**config.mk**
```make
export PLATFORM = sky130hd
export DESIGN_NAME = egd_bitstream_aligner_flat
export DESIGN_NICKNAME = d
export VERILOG_FILES = /design/src/rtl/egd_bitstream_aligner_pkg.sv /design/src/rtl/egd_bitstream_aligner_if.sv /design/src/rtl/egd_bitstream_aligner_funnel_shift.sv /design/src/rtl/egd_bitstream_aligner.sv /design/src/flat_wrapper.sv
export SDC_FILE = /design/constraint.sdc
export NUM_CORES = 1
export LEC_CHECK = 0
export ABC_AREA = 1
export CORE_ASPECT_RATIO = 0.9
export CORE_MARGIN = 5
export CORE_UTILIZATION = 34
export CTS_CLUSTER_SIZE = 30
export DETAILED_ROUTE_END_ITERATION = 7
export HOLD_SLACK_MARGIN = 0.06
export PLACE_DENSITY_LB_ADDON = 0.3
export SETUP_SLACK_MARGIN = 0.4
export SYNTH_ARGS = -nofsm -noshare
export SYNTH_HDL_FRONTEND = slang
export SYNTH_HIERARCHICAL = 1
export SYNTH_SLANG_ARGS = --single-unit
```
**constraint.sdc**
```tcl
create_clock -name wb_clk_i -period 5.7 [get_ports wb_clk_i]
set_input_delay 1.425 -clock wb_clk_i [delete_from_list [all_inputs] [get_ports wb_clk_i]]
set_output_delay 1.425 -clock wb_clk_i [all_outputs]
set_load 0.01 [all_outputs]
```
**src/rtl/egd_bitstream_aligner_pkg.sv**
```systemverilog
// +----------------------------------------------------------------------+
// | egd_pkg: shared widths and types for the exp-Golomb front end.       |
// | Rev 1.0                                                              |
// +----------------------------------------------------------------------+
`default_nettype none

package egd_pkg;
  localparam int EGD_WIN_W  = 16;
  localparam int EGD_WORD_W = 16;
  localparam int EGD_LEN_W  = 5;
  localparam int EGD_BUF_W  = 48;
  localparam int EGD_FILL_W = 6;

  typedef logic [EGD_WIN_W-1:0] egd_win_t;
endpackage

`default_nettype wire

```
**src/rtl/egd_bitstream_aligner_if.sv**
```systemverilog
// +----------------------------------------------------------------------+
// | egd_bitstream_aligner_if: stream-in and decoder-window bundle.       |
// | Rev 1.0                                                              |
// +----------------------------------------------------------------------+
`default_nettype none

interface egd_bitstream_aligner_if;
  import egd_pkg::*;

  logic [EGD_WORD_W-1:0] in_data;
  logic                  in_valid;
  logic                  in_ready;
  egd_win_t              win_data;
  logic                  win_valid;
  logic                  consume;
  logic [EGD_LEN_W-1:0]  consume_len;
  logic                  align;
  logic                  flush;
  logic [EGD_FILL_W-1:0] fill_level;
  logic [2:0]            bit_pos;
  logic                  err;

  // master = upstream source plus decoder; slave = the aligner itself
  modport master (
    output in_data, in_valid, consume, consume_len, align, flush,
    input  in_ready, win_data, win_valid, fill_level, bit_pos, err
  );

  modport slave (
    input  in_data, in_valid, consume, consume_len, align, flush,
    output in_ready, win_data, win_valid, fill_level, bit_pos, err
  );
endinterface

`default_nettype wire

```
**src/rtl/egd_bitstream_aligner_funnel_shift.sv**
```systemverilog
// +----------------------------------------------------------------------+
// | egd_funnel_shift: left shift of the buffer plus word insert at offset|
// | Rev 1.0                                                              |
// +----------------------------------------------------------------------+
`default_nettype none

module egd_funnel_shift #(
  parameter int BUF_W  = 48,
  parameter int WORD_W = 16,
  parameter int SH_W   = 6
) (
  input  logic [BUF_W-1:0]  data_i,
  input  logic [SH_W-1:0]   shift_i,
  input  logic [WORD_W-1:0] word_i,
  input  logic              ins_i,
  input  logic [SH_W-1:0]   offset_i,
  output logic [BUF_W-1:0]  data_o
);
  logic [BUF_W-1:0] w_word_ext;
  logic [BUF_W-1:0] w_word_pos;

  assign w_word_ext = {{(BUF_W-WORD_W){1'b0}}, word_i};
  assign w_word_pos = ins_i ? (w_word_ext << offset_i) : '0;
  // Zero-fill from the right keeps bits below the fill level cleared.
  assign data_o     = (data_i << shift_i) | w_word_pos;
endmodule

`default_nettype wire

```
**src/rtl/egd_bitstream_aligner.sv**
```systemverilog
// +----------------------------------------------------------------------+
// | egd_bitstream_aligner: buffers MSB-first words, exposes a 16-bit     |
// | left-aligned window, retires 0..16 bits per cycle. Rev 1.0           |
// +----------------------------------------------------------------------+
`default_nettype none

module egd_bitstream_aligner
  import egd_pkg::*;
#(
  parameter int WORD_W = EGD_WORD_W,
  parameter int WIN_W  = EGD_WIN_W,
  parameter int BUF_W  = EGD_BUF_W
) (
  input  logic                    wb_clk_i,
  input  logic                    rst_n,
  egd_bitstream_aligner_if.slave  bus
);
  localparam int FILL_W = EGD_FILL_W;
  localparam logic [FILL_W-1:0]    c_word_room = FILL_W'(BUF_W - WORD_W);
  localparam logic [FILL_W-1:0]    c_win_w     = FILL_W'(WIN_W);
  localparam logic [FILL_W-1:0]    c_word_w    = FILL_W'(WORD_W);
  localparam logic [EGD_LEN_W-1:0] c_max_len   = EGD_LEN_W'(WIN_W);

  logic [BUF_W-1:0]  shreg_q, shreg_d, w_shifted;
  logic [FILL_W-1:0] fill_q, fill_d;
  logic [FILL_W-1:0] w_retire, w_fill_rem, w_ins_off;
  logic [2:0]        bit_pos_q, bit_pos_d, w_align_n;
  logic              err_q, err_d;
  logic              w_in_ready, w_win_valid, w_xfer;

  assign w_in_ready  = (fill_q <= c_word_room);
  assign w_win_valid = (fill_q >= c_win_w);
  assign w_xfer      = bus.in_valid & w_in_ready;
  // (8 - bit_pos) % 8 is just the 3-bit two's complement of bit_pos
  assign w_align_n   = 3'd0 - bit_pos_q;

  always_comb begin
    w_retire = '0;
    err_d    = err_q;
    if (!bus.flush) begin
      if (bus.align) begin
        if (FILL_W'(w_align_n) <= fill_q) w_retire = FILL_W'(w_align_n);
        else                              err_d    = 1'b1;
      end else if (bus.consume && (bus.consume_len != '0)) begin
        if ((bus.consume_len <= c_max_len) &&
            (FILL_W'(bus.consume_len) <= fill_q) && w_win_valid)
          w_retire = FILL_W'(bus.consume_len);
        else
          err_d = 1'b1;
      end
    end
  end

  assign w_fill_rem = fill_q - w_retire;
  assign w_ins_off  = c_word_room - w_fill_rem;

  egd_funnel_shift #(
    .BUF_W  (BUF_W),
    .WORD_W (WORD_W),
    .SH_W   (FILL_W)
  ) u_funnel (
    .data_i   (shreg_q),
    .shift_i  (w_retire),
    .word_i   (bus.in_data),
    .ins_i    (w_xfer),
    .offset_i (w_ins_off),
    .data_o   (w_shifted)
  );

  always_comb begin
    shreg_d   = w_shifted;
    fill_d    = w_xfer ? (w_fill_rem + c_word_w) : w_fill_rem;
    bit_pos_d = bit_pos_q + w_retire[2:0];
    if (bus.flush) begin
      shreg_d   = '0;
      fill_d    = '0;
      bit_pos_d = '0;
    end
  end

  always_ff @(posedge wb_clk_i or negedge rst_n) begin
    if (!rst_n) begin
      shreg_q   <= '0;
      fill_q    <= '0;
      bit_pos_q <= '0;
      err_q     <= 1'b0;
    end else begin
      shreg_q   <= shreg_d;
      fill_q    <= fill_d;
      bit_pos_q <= bit_pos_d;
      err_q     <= err_d;
    end
  end

  assign bus.in_ready   = w_in_ready;
  assign bus.win_data   = shreg_q[BUF_W-1 -: WIN_W];
  assign bus.win_valid  = w_win_valid;
  assign bus.fill_level = fill_q;
  assign bus.bit_pos    = bit_pos_q;
  assign bus.err        = err_q;
endmodule

`default_nettype wire

```
**src/flat_wrapper.sv**
```systemverilog
// flat-port wrapper written by rule: the top's interface ports become plain ports
module egd_bitstream_aligner_flat import egd_pkg::*;
#(
  parameter int WORD_W = EGD_WORD_W,
  parameter int WIN_W  = EGD_WIN_W,
  parameter int BUF_W  = EGD_BUF_W
)
  (wb_clk_i, rst_n, bus_in_data, bus_in_valid, bus_consume, bus_consume_len, bus_align, bus_flush, bus_in_ready, bus_win_data, bus_win_valid, bus_fill_level, bus_bit_pos, bus_err);
  egd_bitstream_aligner_if bus_i ();
  input  logic wb_clk_i;
  input  logic rst_n;
  input wire logic [$bits(bus_i.in_data)-1:0] bus_in_data;
  input wire logic [$bits(bus_i.in_valid)-1:0] bus_in_valid;
  input wire logic [$bits(bus_i.consume)-1:0] bus_consume;
  input wire logic [$bits(bus_i.consume_len)-1:0] bus_consume_len;
  input wire logic [$bits(bus_i.align)-1:0] bus_align;
  input wire logic [$bits(bus_i.flush)-1:0] bus_flush;
  output wire logic [$bits(bus_i.in_ready)-1:0] bus_in_ready;
  output wire logic [$bits(bus_i.win_data)-1:0] bus_win_data;
  output wire logic [$bits(bus_i.win_valid)-1:0] bus_win_valid;
  output wire logic [$bits(bus_i.fill_level)-1:0] bus_fill_level;
  output wire logic [$bits(bus_i.bit_pos)-1:0] bus_bit_pos;
  output wire logic [$bits(bus_i.err)-1:0] bus_err;
  assign bus_i.in_data = bus_in_data;
  assign bus_i.in_valid = bus_in_valid;
  assign bus_i.consume = bus_consume;
  assign bus_i.consume_len = bus_consume_len;
  assign bus_i.align = bus_align;
  assign bus_i.flush = bus_flush;
  assign bus_in_ready = bus_i.in_ready;
  assign bus_win_data = bus_i.win_data;
  assign bus_win_valid = bus_i.win_valid;
  assign bus_fill_level = bus_i.fill_level;
  assign bus_bit_pos = bus_i.bit_pos;
  assign bus_err = bus_i.err;
  egd_bitstream_aligner #(.WORD_W(WORD_W), .WIN_W(WIN_W), .BUF_W(BUF_W)) u_core (.wb_clk_i(wb_clk_i), .rst_n(rst_n), .bus(bus_i));
endmodule
```
### Word-level counts from Yosys, hierarchy flattened

Cells that the tools add are included.

| cells by class | value |
|---|---|
| add/sub/neg operators | 5 |
| order comparisons | 5 |
| eq/ne operators | 2 |
| shift operators | 2 |
| multiplexer cells | 14 |
| bitwise gates (word level) | 3 |
| reduce and logical (&&, ||, !) cells | 6 |

Operator list:

| cell | count |
|---|---|
| 48-bit two-way mux | 2 |
| 48-bit OR | 1 |
| 16-bit by 6-bit << shifter with 48-bit output | 1 |
| 48-bit by 6-bit << shifter with 48-bit output | 1 |
| 6-bit two-way mux | 5 |
| 6-bit by 5-bit adder with 6-bit output, second input constant | 1 |
| 6-bit by 5-bit greater-or-equal comparator with 1-bit output, second input constant | 1 |
| 3-bit by 6-bit less-or-equal comparator with 1-bit output | 1 |
| 5-bit by 6-bit less-or-equal comparator with 1-bit output | 1 |
| 6-bit less-or-equal comparator, second input constant | 1 |
| 3-bit two-way mux | 2 |
| 6-bit subtractor | 1 |
| 6-bit subtractor, first input constant | 1 |
| 5-bit less-or-equal comparator, second input constant | 1 |
| 5-bit two-way mux | 1 |
| 5-bit nonzero test | 1 |
| 1-bit two-way mux | 4 |
| 2-bit != test, second input constant | 2 |
| 4-bit AND reduction | 1 |
| 3-bit adder | 1 |
| 1-bit logical AND | 3 |
| 1-bit by 3-bit subtractor with 3-bit output, first input constant | 1 |
| 2-bit nonzero test | 1 |
| 1-bit AND | 1 |
| 1-bit NOT | 1 |

| storage, ports and cells | value |
|---|---|
| flip-flop bits (word level) | 58 |
| output and inout port bits | 28 |
| logic and storage cells | 41 |

### Longest topological paths before layout

Gate-level depths: netlist of the first run.

| logic depth | value |
|---|---|
| depth in word-level cells | 13 |
| depth in mapped cells | 30 |

### By module

Netlist of the first run, hierarchy kept.

By module, submodules not included:

| module | instances | cells each | area each (um^2) |
|---|---|---|---|
| egd_funnel_shift | 1 | 950 | 4431.8 |
| egd_bitstream_aligner | 1 | 330 | 2836.5 |

### Least setup slack after synthesis of the first run

Ideal clock, no wire load.

| timing path | value |
|---|---|
| path type | input port to flip-flop |
| start point | input port bus_consume_len[3] |
| end point | register u_core.shreg_q[32] |
| setup time | 0.071 ns |
| data arrival time | 4.625 ns |
| data required time | 5.629 ns |
| slack | 1.003 ns |
| cell stages on the path | 24 |
| cell sequence | ha_1 nand2_1 nor2_1 nand3_1 nand2_1 nand4_1 a21oi_1 ha_1 fa_1 ha_1 inv_1 nor2_1 nand2_1 xnor2_1 buf_2 inv_1 nor2_1 buf_2 nand2_1 nand3_1 inv_1 nand2_1 inv_1 nor2_1 |

| between the ends | value |
|---|---|
| cells in the longest elaborated chain, start to end | 13 |
| elaborated cells on any way between the ends | 17 |
| those cells by class | add/sub: 2; order compare: 2; shift: 2; mux: 6; bitwise: 1; reduce/logical: 4 |

Ends and longest elaborated chain:

| element | RTL line | source |
|---|---|---|
| from (decl) | flat_wrapper.sv:15 | `input wire logic [$bits(bus_i.consume_len)-1:0] bus_consume_len;` |
| 5-bit by 6-bit less-or-equal comparator with 1-bit output / 5-bit less-or-equal comparator (equally long branches) | egd_bitstream_aligner.sv:46, egd_bitstream_aligner.sv:45 |  |
| 1-bit logical AND | egd_bitstream_aligner.sv:45 | `if ((bus.consume_len <= c_max_len) &&` |
| 1-bit logical AND | egd_bitstream_aligner.sv:46 | `(FILL_W'(bus.consume_len) <= fill_q) && w_win_valid)` |
| 5-bit two-way mux | egd_bitstream_aligner.sv:45 |  |
| 6-bit two-way mux * | egd_bitstream_aligner.sv:44 | `end else if (bus.consume && (bus.consume_len != '0)) begin` |
| 6-bit two-way mux * | egd_bitstream_aligner.sv:41 | `if (bus.align) begin` |
| 6-bit two-way mux * | egd_bitstream_aligner.sv:40 | `if (!bus.flush) begin` |
| named net u_core.w_retire[0] | egd_bitstream_aligner.sv:26 | `logic [FILL_W-1:0] w_retire, w_fill_rem, w_ins_off;` |
| 6-bit subtractor * | egd_bitstream_aligner.sv:54 | `assign w_fill_rem = fill_q - w_retire;` |
| 6-bit subtractor * | egd_bitstream_aligner.sv:55 | `assign w_ins_off = c_word_room - w_fill_rem;` |
| named net u_core.w_ins_off[4] | egd_bitstream_aligner.sv:26 |  |
| 16-bit by 6-bit << shifter with 48-bit output * | egd_bitstream_aligner_funnel_shift.sv:23 | `assign w_word_pos = ins_i ? (w_word_ext << offset_i) : '0;` |
| 48-bit two-way mux * | egd_bitstream_aligner_funnel_shift.sv:23 |  |
| 48-bit OR * | egd_bitstream_aligner_funnel_shift.sv:25 | `assign data_o = (data_i << shift_i) \| w_word_pos;` |
| named net u_core.w_shifted[32] | egd_bitstream_aligner.sv:24 | `logic [BUF_W-1:0] shreg_q, shreg_d, w_shifted;` |
| 48-bit two-way mux * | egd_bitstream_aligner.sv:74 | `if (bus.flush) begin` |
| named net u_core.shreg_d[32] | egd_bitstream_aligner.sv:24 |  |
| to (signal assigned) | egd_bitstream_aligner.sv:88 | `shreg_q <= shreg_d;` |
| to (decl) | egd_bitstream_aligner.sv:24 |  |

Mark *: on every way through the listed nets, which the timed path passes. The rest lies on a longest branch.
A chain may end at the register's enable or synchronous reset.

### Final worst setup path of the first run

| timing path | value |
|---|---|
| start point | input port bus_consume_len[3] |
| end point | register u_core.shreg_q[35] |

The elaborated chain is that of the path after synthesis.

==> results of run 1 <==
[cells in the final DEF, fill, tap and decap left out, drive strengths merged]
cell and n:
or2 2, clkinvlp 2, nand3 413, a21boi 1, o31ai 3, o22ai 2
fa 2, dfrtp 58, o32ai 1, xor2 1, dlymetal6s2s 1, xnor2 6
a22oi 2, o21ai 48, a21oi 21, nor3 4, conb 4, o211ai 3
nand4 31, ha 16, buf 34, clkinv 4, nor2 87, o21bai 1
clkbuf 11, nand2 369, clkdlybuf4s50 51, inv 103
[per-layer routing]
metal	GRT usage, %	wire, um	part of all wire [%]
met1	34.3	13000	47
met2	33.1	11800	43
met3	3.69	2450	8.8
met4	4.65	462	1.7
met5	0	0	0
[cells by family (layout without fill, tap and decap cells)]
group	after synthesis	in the layout
simple gates	906	906
buf+inv	208	206
compound gates	82	82
flops	58	58
fa+ha+maj	18	18
xor+xnor	7	7
other cells	1	4
[timing repair]
item	in CTS	in global routing
setup endpoints to repair	0	33
gates resized for setup	0	23
setup buffers	0	1
[registers in the layout (all words and copies together), names as in the netlist]
signal	flops
u_core/bus.bit_pos	3
u_core/bus.err	1
u_core/bus.fill_level	6
u_core/shreg_q	48
[stage by stage]
step                      cell area [um2]  cells  setup WS [ns]  hold WS (ns)  total power [mW]
after global placement               7900   1550          0.287         0.487              4.09
after floorplan                      7280   1283           1.00         0.513              2.94
final                                8240   1567          0.671         0.508              4.80
after detailed placement             7900   1550          0.174         0.499              4.09
after CTS                            8170   1566          0.521         0.519              4.62
after global routing                 8240   1567          0.356         0.540              5.18
[power by group through the flow]
stage / Combinational, mW / Sequential, mW / Clock [mW]
finish: 3.66 / 0.628 / 0.512
CTS: 3.47 / 0.625 / 0.521
floorplan: 2.35 / 0.594 / 0
global route: 4.00 / 0.638 / 0.538
detailed placement: 3.46 / 0.631 / 0
global placement: 3.45 / 0.633 / 0
[critical path, cell delays in order]
cell and delay [ns]:
clkdlybuf4s50_1 0.47, ha_1 0.32, nand2_1 0.05, nor2_1 0.13, nand3_1 0.08, nand2_1 0.16, nand3_2 0.15, a21oi_4 0.16
inv_2 0.05, ha_1 0.35, nand2_1 0.10, inv_1 0.05, nor2_1 0.08, nand2_1 0.08, xnor2_2 0.23, buf_4 0.16
xor2_2 0.20, inv_1 0.08, buf_6 0.18, o21ai_1 0.35, nor2_1 0.09, nor2_1 0.11, nand2_1 0.07, inv_1 0.06
nor2_1 0.04
[final cells by class]
| cell class | count | share of cell area, % |
|---|---|---|
| Inverter | 104 | 4.77 |
| Clock buffer | 11 | 2.95 |
| Clock inverter | 5 | 0.365 |
| Multi-Input combinational cell | 1017 | 59.8 |
| Tap cell | 286 | 4.35 |
| Timing Repair Buffer | 86 | 10.1 |
| Sequential cell | 58 | 17.6 |
[final timing paths]
path	slack, ns	endpoint	depth (start not counted)
hold / removal	0.51	u_core/bus.err$_DFFE_PN0P_	1
min in group asynchronous	1.28	u_core/shreg_q[11]$_DFF_PN0_	2
setup / recovery	0.67	u_core/shreg_q[35]$_DFF_PN0_	25
hold reg to reg	0.51	u_core/bus.err$_DFFE_PN0P_	1
setup reg to reg	1.38	u_core/shreg_q[35]$_DFF_PN0_	27
max in group asynchronous	3.89	u_core/shreg_q[21]$_DFF_PN0_	2
==> impl_metrics.tcl, run 1 <==
set metrics [dict create \
    ff_latch_area_um2 1450 \
    root_buffer "clkbuf_16" \
    synth_cell_types 40 \
    synth.largest_area_cell "nand3_1" \
    rows 50 \
    p_leak_nw 3.88 \
    hold_start "u_core/bus.err$_DFFE_PN0P_" \
    synth_ff_type "dfrtp_1" \
    fin_crit_sh_pct 88.2 \
    dp_hpwl_um 21100 \
    synth_commonest_cells "407 x nand3_1, 361 x nand2_1, 94 x inv_1" \
    ys_warn_count 6 \
    maxSlewViolCount 0 \
    drc 0 \
    timing.rr.start "u_core/bus.bit_pos[0]$_DFF_PN0_" \
    rsz0062_at_grt "true" \
    sw_frac_of_total_pct 57.9 \
    dieWidth_um 164 \
    die_area_um2 24400 \
    skew_ns 0.0121 \
    drive_above_1_share_pct 7.34 \
    clockPowerShare_pct 10.7 \
    status "completed" \
    ant_nets 0 \
    clk_latency_ns 0.35 \
    die-height_um 149 \
    vias_per_cell 5.58 \
    fin_tns_setup_ns 0 \
    cp-end-kind "register" \
    core_area_um2 20900 \
    area_growth_pct 13.3 \
    yosys.area_share.simple_pct 55.9 \
    grt_pass1_vias 7742 \
    powerDensity_nw_per_um2 583 \
    p_int_mw 2.02 \
    synth-xor-area-share_pct 1.05 \
    track_usage_pct 22.5 \
    synth_area_um2 7270 \
    synthAdderAreaFrac_pct 3.31 \
    grt_first_pass_wirelength_um 43500 \
    layout.nets 1321 \
    diodes 0 \
    port_buffers 54 \
    yosysMostFrequentCell "nand3_1" \
    wirelength_um 27700 \
    final_util_pct 39.4 \
    setup_viol 0 \
    multi_input_area_um2 4930 \
    ys_seq_area_share_pct 20.0 \
    syn_area_per_cell_um2 5.68 \
    antenna_found_initial 0 \
    ios 55 \
    cts-buffers-inserted 9 \
    synth-edff-count 0 \
    synth_area_leaders "nand3_1 28%, dfrtp_1 20%, nand2_1 19%" \
    p_sw_mw 2.78 \
    start_kind "input pin" \
    fmax_mhz 199 \
    crit_type "in2reg" \
    place.gp.congestion 1.01 \
    clkTransAtPathRegs_ns 0.06 \
    overflow 0 \
    tightest_slew_ns 0.842 \
    cts.sinks 58 \
    synth_top_area_share_pct 28.0 \
    maxCapViolations 0 \
    initial_core_util_pct 34.8 \
    hold_violations 0 \
    fillers 2348 \
    drt_iter0_drc 1198 \
    power_frac_seq_pct 13.1 \
    ys_ff_latch 58 \
    synth_top_family_by_area "simple AND/OR/NAND/NOR gates" \
    grt_max_degree 59 \
    drt_pre_antenna_iters 6 \
    synth_mux_area_share_pct 0 \
    cts_tree "built" \
    peakVddDrop_v 0.000426 \
    htreeDepth 3 \
    required_ns 5.90 \
    crit_fanout 25 \
    max_slew_margin_pct 43.9 \
    cts_buffer_depth 2 \
    holdCritPathClass "reg2reg" \
    arrival_ns 5.23 \
    synth_compound_area_share_pct 6.30 \
    startpoint "bus_consume_len[3]" \
    synth_cells 1280 \
    wire_per_inst_um 17.7 \
    power_frac_comb_pct 76.2 \
    vias 8741 \
    synthArstFlopShare_pct 100 \
    ctsHoldBuffers 0 \
    min_period_ns 5.03 \
]
(Power assumes the default switching activity.)
==> run 2, diff against run 1 <==
--- a/config.mk
+++ b/config.mk
@@ -14,6 +14,7 @@
 export HOLD_SLACK_MARGIN = 0.06
 export PLACE_DENSITY_LB_ADDON = 0.3
 export SETUP_SLACK_MARGIN = 0.4
+export SLEW_MARGIN = 20
 export SYNTH_ARGS = -nofsm -noshare
 export SYNTH_HDL_FRONTEND = slang
 export SYNTH_HIERARCHICAL = 1
==> results of run 2 <==
Same layout as run 1: the final DEF is identical, and so are final timing and power.
==> run 3, diff against run 2 <==
--- a/config.mk
+++ b/config.mk
@@ -12,6 +12,7 @@
 export CTS_CLUSTER_SIZE = 30
 export DETAILED_ROUTE_END_ITERATION = 7
 export HOLD_SLACK_MARGIN = 0.06
+export MAX_ROUTING_LAYER = met4
 export PLACE_DENSITY_LB_ADDON = 0.3
 export SETUP_SLACK_MARGIN = 0.4
 export SLEW_MARGIN = 20
==> impl_metrics.tcl, run 3 (synthesized netlist as in run 1, its figures left out) <==
set metrics [dict create \
    vias 8819 \
    root_buffer "clkbuf_16" \
    largest-register "u_core/shreg_q" \
    grt_first_pass_wirelength_um 44000 \
    holdCritPathClass "reg2reg" \
    cts-buffers-inserted 9 \
    skew_ns 0.00772 \
    fin_tns_setup_ns 0 \
    area_growth_pct 14.2 \
    wirelength_um 28000 \
    max_slew_margin_pct 45.0 \
    start_kind "input pin" \
    cts.sinks 58 \
    p_leak_nw 3.91 \
    arrival_ns 5.39 \
    track_usage_pct 23.4 \
    rsz0062_at_grt "false" \
    setup_viol 0 \
    dp_hpwl_um 21200 \
    port_buffers 54 \
    place.gp.congestion 1.00 \
    powerDensity_nw_per_um2 600 \
    required_ns 5.97 \
    layout.nets 1323 \
    final_common_cell "nand3_1" \
    ctsHoldBuffers 0 \
    fin_crit_sh_pct 89.9 \
    vias_per_cell 5.62 \
    core_area_um2 20900 \
    rows 50 \
    drive_above_1_share_pct 7.79 \
    dp_slack_ns 0.177 \
    fmax_mhz 195 \
    maxCapViolations 0 \
    ant_nets 0 \
    die-height_um 149 \
    hold_slack_ns 0.496 \
    initial_core_util_pct 34.8 \
    cts_buffer_depth 2 \
    dieWidth_um 164 \
    final_cell_mix "405 x nand3_1, 358 x nand2_1, 93 x inv_1" \
    fin_ws_ns 0.577 \
    largest_register_ffs 48 \
    overflow 0 \
    crit_fanout 17 \
    grt_pass1_vias 7790 \
    rrSetupSlack_ns 1.27 \
    hold_violations 0 \
    cts_tree "built" \
    grt_max_degree 59 \
    final_util_pct 39.7 \
    cp-end-kind "register" \
    clk_latency_ns 0.34 \
    clkTransAtPathRegs_ns 0.05 \
    tightest_slew_ns 0.825 \
    antenna_found_initial 1 \
    peakVddDrop_v 0.000429 \
    crit_type "in2reg" \
    ios 55 \
    drt_iter0_drc 1086 \
    die_area_um2 24400 \
    status "completed" \
    drc 0 \
    fillers 2366 \
    wire_per_inst_um 17.8 \
    min_period_ns 5.12 \
    htreeDepth 3 \
    drt_pre_antenna_iters 8 \
    maxSlewViolCount 0 \
]
-- run 3: cell count changes in the layout (fill, tap and decap cells not counted), sizes merged --
cell	change
clkbuf	+2
buf	+1
clkdlybuf4s50	+1
diode	+1
dlymetal6s2s	-1
inv	-1
-- run 3: path summary, 6_finish.rpt --
path                                           endpoint                             from  cells after the start
max                         u_core/shreg_q[9]$_DFF_PN0_               bus_consume_len[3]                     19
min                          u_core/bus.err$_DFFE_PN0P_       u_core/bus.err$_DFFE_PN0P_                      1
max reg2reg                 u_core/shreg_q[9]$_DFF_PN0_  u_core/bus.bit_pos[0]$_DFF_PN0_                     21
min reg2reg                  u_core/bus.err$_DFFE_PN0P_       u_core/bus.err$_DFFE_PN0P_                      1
max in group asynchronous   u_core/shreg_q[2]$_DFF_PN0_                            rst_n                      2
min in group asynchronous  u_core/shreg_q[11]$_DFF_PN0_                            rst_n                      2
-- run 3: report_power, final --
part	total (mW)	leakage (nW)	internal [mW]	switching, mW
clock	0.534	0.141	0.328	0.206
combinational	3.82	2.98	1.25	2.57
sequential	0.622	0.791	0.528	0.0940
-- run 3: final cells by class --
class	instances	area [um2]	area share [%]
multi-input combinational	1017	4960	59.7
sequential	58	1450	17.5
timing repair buffer	88	846	10.2
inverter	104	394	4.75
tap	286	358	4.31
clock buffer	12	267	3.21
clock inverter	4	25.0	0.301
antenna	1	2.50	0.0301
-- run 3: stage by stage --
stage / area, um2 / instances / power, mW
6_report: 8300 / 1570 / 4.98
5_1_grt: 8300 / 1570 / 5.36
4_1_cts: 8200 / 1567 / 4.64
3_5_place_dp: 7910 / 1551 / 4.09
3_3_place_gp: 7910 / 1551 / 4.11
2_1_floorplan: 7280 / 1283 / 2.94
-- run 3: repair_timing --
item / 4_1_cts / 5_1_grt
buffers inserted: 0 / 0
gates resized for setup: 0 / 19
setup endpoints to repair: 0 / 37
-- run 3: per-layer routing --
layer  vias to the layer above  part of all wire, %  track usage, %  wire length [um]
li1                       4248                    -               -                 -
met1                      4089                   45            34.2             12700
met2                       442                   42            32.8             11800
met3                        40                   10            5.13              2830
met4                         0                  2.2            5.32               604
met5                         -                    0               -                 0
-- run 3: worst max-delay path, cell delays in order --
cell             delay [ns]
clkdlybuf4s50_1        0.45
ha_1                   0.31
nand2_1                0.05
nor2_1                 0.14
nand3_1                0.11
nand2_2                0.13
nand4_1                0.14
a21oi_4                0.16
ha_1                   0.19
fa_1                   0.48
ha_1                   0.36
clkinv_2               0.22
nand3_1                0.19
nand3_1                0.12
nand3_1                0.15
nand3_1                0.19
o21ai_0                0.39
inv_1                  0.09
nor2_1                 0.09
